### src/rtl/ls_unit.sv
// Load/store execution unit: issues one memory operation at a time to the
// memory controller and broadcasts extended load results on the LS CDB.
module ls_unit #(
    parameter int OP_W  = 6,
    parameter int ROB_W = 5
) (
    input  logic             clk,
    input  logic             rst,
    input  logic             rdy,
    input  logic             misbranch_flag,
    input  logic             enable_from_lsb,
    input  logic [OP_W-1:0]  openum_from_lsb,
    input  logic [31:0]      addr_from_lsb,
    input  logic [31:0]      data_from_lsb,
    input  logic [ROB_W-1:0] rob_id_from_lsb,
    output logic             busy_to_lsb,
    output logic             mem_req,
    output logic             mem_we,
    output logic [31:0]      mem_addr,
    output logic [2:0]       mem_size,
    output logic [31:0]      mem_wdata,
    input  logic             mem_done,
    input  logic [31:0]      mem_rdata,
    output logic             cdb_valid,
    output logic [ROB_W-1:0] cdb_rob_id,
    output logic [31:0]      cdb_result
);

    // Loads occupy the low end of the encoding so a single compare identifies them.
    localparam logic [OP_W-1:0] OPENUM_LB  = OP_W'(1);
    localparam logic [OP_W-1:0] OPENUM_LH  = OP_W'(2);
    localparam logic [OP_W-1:0] OPENUM_LW  = OP_W'(3);
    localparam logic [OP_W-1:0] OPENUM_LBU = OP_W'(4);
    localparam logic [OP_W-1:0] OPENUM_LHU = OP_W'(5);
    localparam logic [OP_W-1:0] OPENUM_SB  = OP_W'(6);
    localparam logic [OP_W-1:0] OPENUM_SH  = OP_W'(7);
    localparam logic [OP_W-1:0] OPENUM_SW  = OP_W'(8);
    localparam logic [ROB_W-1:0] ZERO_ROB  = '0;

    typedef enum logic [1:0] {
        S_IDLE,
        S_BUSY,
        S_ABORT
    } state_t;

    state_t           state_q;
    logic [OP_W-1:0]  op_q;
    logic [ROB_W-1:0] rob_id_q;
    logic             mem_req_q;
    logic             mem_we_q;
    logic [31:0]      mem_addr_q;
    logic [2:0]       mem_size_q;
    logic [31:0]      mem_wdata_q;
    logic             cdb_valid_q;
    logic [ROB_W-1:0] cdb_rob_id_q;
    logic [31:0]      cdb_result_q;

    function automatic logic is_load(input logic [OP_W-1:0] op);
        return op <= OPENUM_LHU;
    endfunction

    function automatic logic [2:0] size_of(input logic [OP_W-1:0] op);
        case (op)
            OPENUM_LB, OPENUM_LBU, OPENUM_SB: size_of = 3'd1;
            OPENUM_LH, OPENUM_LHU, OPENUM_SH: size_of = 3'd2;
            OPENUM_LW, OPENUM_SW:             size_of = 3'd4;
            default:                          size_of = 3'd4;
        endcase
    endfunction

    function automatic logic [31:0] mask_data(input logic [2:0] size, input logic [31:0] d);
        case (size)
            3'd1:    mask_data = {24'd0, d[7:0]};
            3'd2:    mask_data = {16'd0, d[15:0]};
            default: mask_data = d;
        endcase
    endfunction

    function automatic logic [31:0] extend(input logic [OP_W-1:0] op, input logic [31:0] d);
        case (op)
            OPENUM_LB:  extend = {{24{d[7]}}, d[7:0]};
            OPENUM_LBU: extend = {24'd0, d[7:0]};
            OPENUM_LH:  extend = {{16{d[15]}}, d[15:0]};
            OPENUM_LHU: extend = {16'd0, d[15:0]};
            default:    extend = d;
        endcase
    endfunction

    // state | meaning
    // IDLE  | no transaction in flight
    // BUSY  | transaction in flight, result wanted
    // ABORT | load squashed, draining memory, result discarded
    always_ff @(posedge clk) begin
        if (rst) begin
            state_q      <= S_IDLE;
            op_q         <= '0;
            rob_id_q     <= ZERO_ROB;
            mem_req_q    <= 1'b0;
            mem_we_q     <= 1'b0;
            mem_addr_q   <= '0;
            mem_size_q   <= '0;
            mem_wdata_q  <= '0;
            cdb_valid_q  <= 1'b0;
            cdb_rob_id_q <= ZERO_ROB;
            cdb_result_q <= '0;
        end else if (rdy) begin
            cdb_valid_q <= 1'b0;
            case (state_q)
                S_IDLE: begin
                    if (enable_from_lsb && !misbranch_flag) begin
                        state_q     <= S_BUSY;
                        op_q        <= openum_from_lsb;
                        rob_id_q    <= rob_id_from_lsb;
                        mem_req_q   <= 1'b1;
                        mem_we_q    <= !is_load(openum_from_lsb);
                        mem_addr_q  <= addr_from_lsb;
                        mem_size_q  <= size_of(openum_from_lsb);
                        mem_wdata_q <= mask_data(size_of(openum_from_lsb), data_from_lsb);
                    end
                end
                S_BUSY: begin
                    if (mem_done) begin
                        state_q   <= S_IDLE;
                        mem_req_q <= 1'b0;
                        if (is_load(op_q) && !misbranch_flag) begin
                            cdb_valid_q  <= 1'b1;
                            cdb_rob_id_q <= rob_id_q;
                            cdb_result_q <= extend(op_q, mem_rdata);
                        end
                    end else if (misbranch_flag && is_load(op_q)) begin
                        state_q <= S_ABORT;
                    end
                end
                S_ABORT: begin
                    if (mem_done) begin
                        state_q   <= S_IDLE;
                        mem_req_q <= 1'b0;
                    end
                end
                default: state_q <= S_IDLE;
            endcase
        end
    end

    assign busy_to_lsb = (state_q != S_IDLE) || enable_from_lsb;
    assign mem_req     = mem_req_q;
    assign mem_we      = mem_we_q;
    assign mem_addr    = mem_addr_q;
    assign mem_size    = mem_size_q;
    assign mem_wdata   = mem_wdata_q;
    assign cdb_valid   = cdb_valid_q;
    assign cdb_rob_id  = cdb_rob_id_q;
    assign cdb_result  = cdb_result_q;

endmodule
### config.mk
export PLATFORM = sky130hd
export DESIGN_NAME = ls_unit
export DESIGN_NICKNAME = d
export VERILOG_FILES = /design/src/rtl/ls_unit.sv
export SDC_FILE = /design/constraint.sdc
export NUM_CORES = 1
export LEC_CHECK = 0
export BUFFER_PORTS_ARGS = -buffer_cell sky130_fd_sc_hd__buf_4
export CAP_MARGIN = 20
export CORE_ASPECT_RATIO = 1.2
export CORE_UTILIZATION = 29
export CTS_CLUSTER_DIAMETER = 40
export CTS_CLUSTER_SIZE = 28
export DETAILED_ROUTE_END_ITERATION = 16
export SLEW_MARGIN = 0
export SYNTH_ARGS = -nofsm -noshare
export SYNTH_HDL_FRONTEND = slang
export SYNTH_SLANG_ARGS = --single-unit
export TNS_END_PERCENT = 10
### constraint.sdc
create_clock -name clk -period 5.02 [get_ports clk]
set_clock_uncertainty 0.1 [all_clocks]
set_input_delay 0.502 -clock clk [delete_from_list [all_inputs] [get_ports clk]]
set_output_delay 0.502 -clock clk [all_outputs]
set_load 0.01 [all_outputs]
==> qor.yml <==
portBuffers: 220
rsz0062_at_grt: "false"
first_pass_iters: 4
synthFlopType: "dfxtp_1"
wl_mm: 13.3
postLayoutCoreUtil_pct: 45.1
synth_top_area_cell: "dfxtp_1"
num_antenna_cells: 0
hold_viol_final: 0
ys_seq_area_share_pct: 50.9
place_inst: 959
cts_root_buffer: "clkbuf_16"
ios: 221
path_class: "register to register"
die_w_um: 118
hold_path_class: "input pin to register"
avgSynthCellArea_um2: 8.30
cts-buffers-inserted: 17
detail-route-antenna-nets: 0
clock_latency_ns: 0.41
synth_edf_count: 0
coreArea_mm2: 0.0158
ys_types: 35
cts_setup_buffers: 0
p_leak_nw: 3.10
first_iter_violations: 216
grt_pass1_vias: 4243
cap_violations: 0
die_h_um: 142
h-tree-depth: 4
status: "complete, no violations"
finalMaxSlewViolations: 0
cts_resized: 0
synth_seq_cells: 120
wl_per_cell_um: 13.4
clk_transition_reported_paths_ns: 0.05
cts_tree: "built"
ys_warn_count: 0
avgViaCountPerCell: 4.50
antenna_found_initial: 0
setup_tns_ns: 0
area_delta_synth_final_pct: 50.8
die-area_mm2: 0.0168
worst-slew-pin-transition_ns: 0.966
fin_cells: 992
vias: 4467
top_usage_layer: "met2"
drc_errors: 0
synth_area_mm2: 0.00472
setup_violations: 0
worstPathRequired_ns: 5.26
num_rows: 50
place_hpwl_mm: 9.09
fin_area_mm2: 0.00712
synth.most_common_cell: "nand2_1"
critPathLaunchType: "register"
ir_drop_v: 0.000216
slew_headroom_pct: 35.4
endpoint_kind: "register"
placed_area_mm2: 0.00647
gr-usage-met1_pct: 18.5
initial_core_util_pct: 29.9
fmax_mhz: 397
crit_path_max_fanout: 47
synth_nets: 687
overflow: 0
num-nets-final: 890
hold_slack_ns: 0.237
synth_top_cell_area_share_pct: 50.9
grt_max_degree: 82
period_share_pct: 50.2
ys_top_cells_by_count: "180 x nand2_1, 120 x dfxtp_1, 69 x a21oi_1"
cts_buffer_depth: 2
power_density_mw_per_mm2: 367
grt_use_met2_pct: 26.3
met3_usage_pct: 6.07
cts_sinks: 120
synth_top_cells_by_area: "dfxtp_1 51%, nand2_1 14%, a21oi_1 7.3%"
cp.arrival_ns: 2.76
drive_gt1_share_pct: 34.4
rrSetupSlack_ns: 2.50
holdBufCountCts: 0
grt_pass1_wl_mm: 21.1
place_congestion: 0.758
period_minus_slack_ns: 2.52
grtUsageTotal_pct: 15.9
synthCells: 568
async_reset_ff_share_pct: 0
==> flip-flops by register name, summed over array words and instances, names as in the netlist <==
signal and count:
mem_addr 32, mem_size 3, mem_req 1, cdb_valid 1
state_q 2, rob_id_q 5, mem_wdata 32, op_q 6
cdb_result 32, mem_we 1, cdb_rob_id 5
==> cell type report <==
cell class / instances / area (um2)
sequential: 120 / 2400
tap: 208 / 260
clock buffer: 24 / 472
fill: 1623 / 8650
timing repair buffer: 225 / 1690
inverter: 8 / 30.0
multi-input combinational: 399 / 2090
clock inverter: 8 / 168
==> cells by family after synthesis <==
logic type / after synthesis / share of synthesized area [%]
compound gates: 127 / 19.0
xor+xnor: 2 / 0.371
fa+ha+maj: 6 / 1.59
buf+inv: 49 / 4.69
flops: 120 / 50.9
mux: 2 / 0.424
simple gates: 262 / 23.0
==> cell usage in the layout, fill, tap and decap left out, drive strengths merged <==
| cell | instances |
|---|---|
| buf | 225 |
| nand2 | 180 |
| dfxtp | 120 |
| a21oi | 69 |
| nor2 | 57 |
| a211oi | 28 |
| clkbuf | 24 |
| a2bb2oi | 24 |
| inv | 8 |
| nand2b | 6 |
| ha | 6 |
| bufinv | 5 |
| nor3 | 5 |
| nand3b | 3 |
| o21ai | 3 |
| nand3 | 2 |
| mux2i | 2 |
| clkinv | 2 |
| and4b | 2 |
| or3 | 2 |
| nand4b | 1 |
| and3 | 1 |
| nor4bb | 1 |
| xor2 | 1 |
| nor2b | 1 |
| o21bai | 1 |
| a41oi | 1 |
| o211a | 1 |
| xnor2 | 1 |
| or3b | 1 |
| clkinvlp | 1 |
==> stage by stage <==
stage | power (mW) | setup slack, ns
after floorplan | 1.17 | 3.06
final | 2.61 | 2.50
after detailed placement | 1.32 | 2.45
after global placement | 1.32 | 2.46
after CTS | 2.66 | 2.47
after global routing | 2.73 | 2.28
==> critical path, cell delays in order (launching register included) <==
cell and delay (ns):
dfxtp_1 0.33, inv_1 0.09, ha_1 0.23, and4b_2 0.88, buf_4 0.46, nand2_1 0.09, a2bb2oi_1 0.13, nor2_1 0.13
==> final timing paths <==
path | start | end | depth (start not counted)
worst min-delay path | addr_from_lsb[2] | mem_addr[2] | 3
worst min register to register | mem_addr[11] | mem_addr[11] | 2
worst max register to register | state_q[0] | mem_wdata[10] | 7
worst max-delay path | state_q[0] | mem_wdata[10] | 7
==> routing by layer <==
layer | routed length [um] | vias to the layer above
met3 | 959 | 18
met5 | 0 | -
met1 | 5660 | 2012
li1 | - | 2292
met2 | 6500 | 145
met4 | 217 | 0
==> power by group <==
group	internal (mW)	switching, mW	total [mW]
logic	0.144	0.142	0.286
registers	0.988	0.0204	1.01
clock network	0.905	0.414	1.32
total	2.04	0.576	2.61
Note: power is estimated with default switching activity, not from simulation.
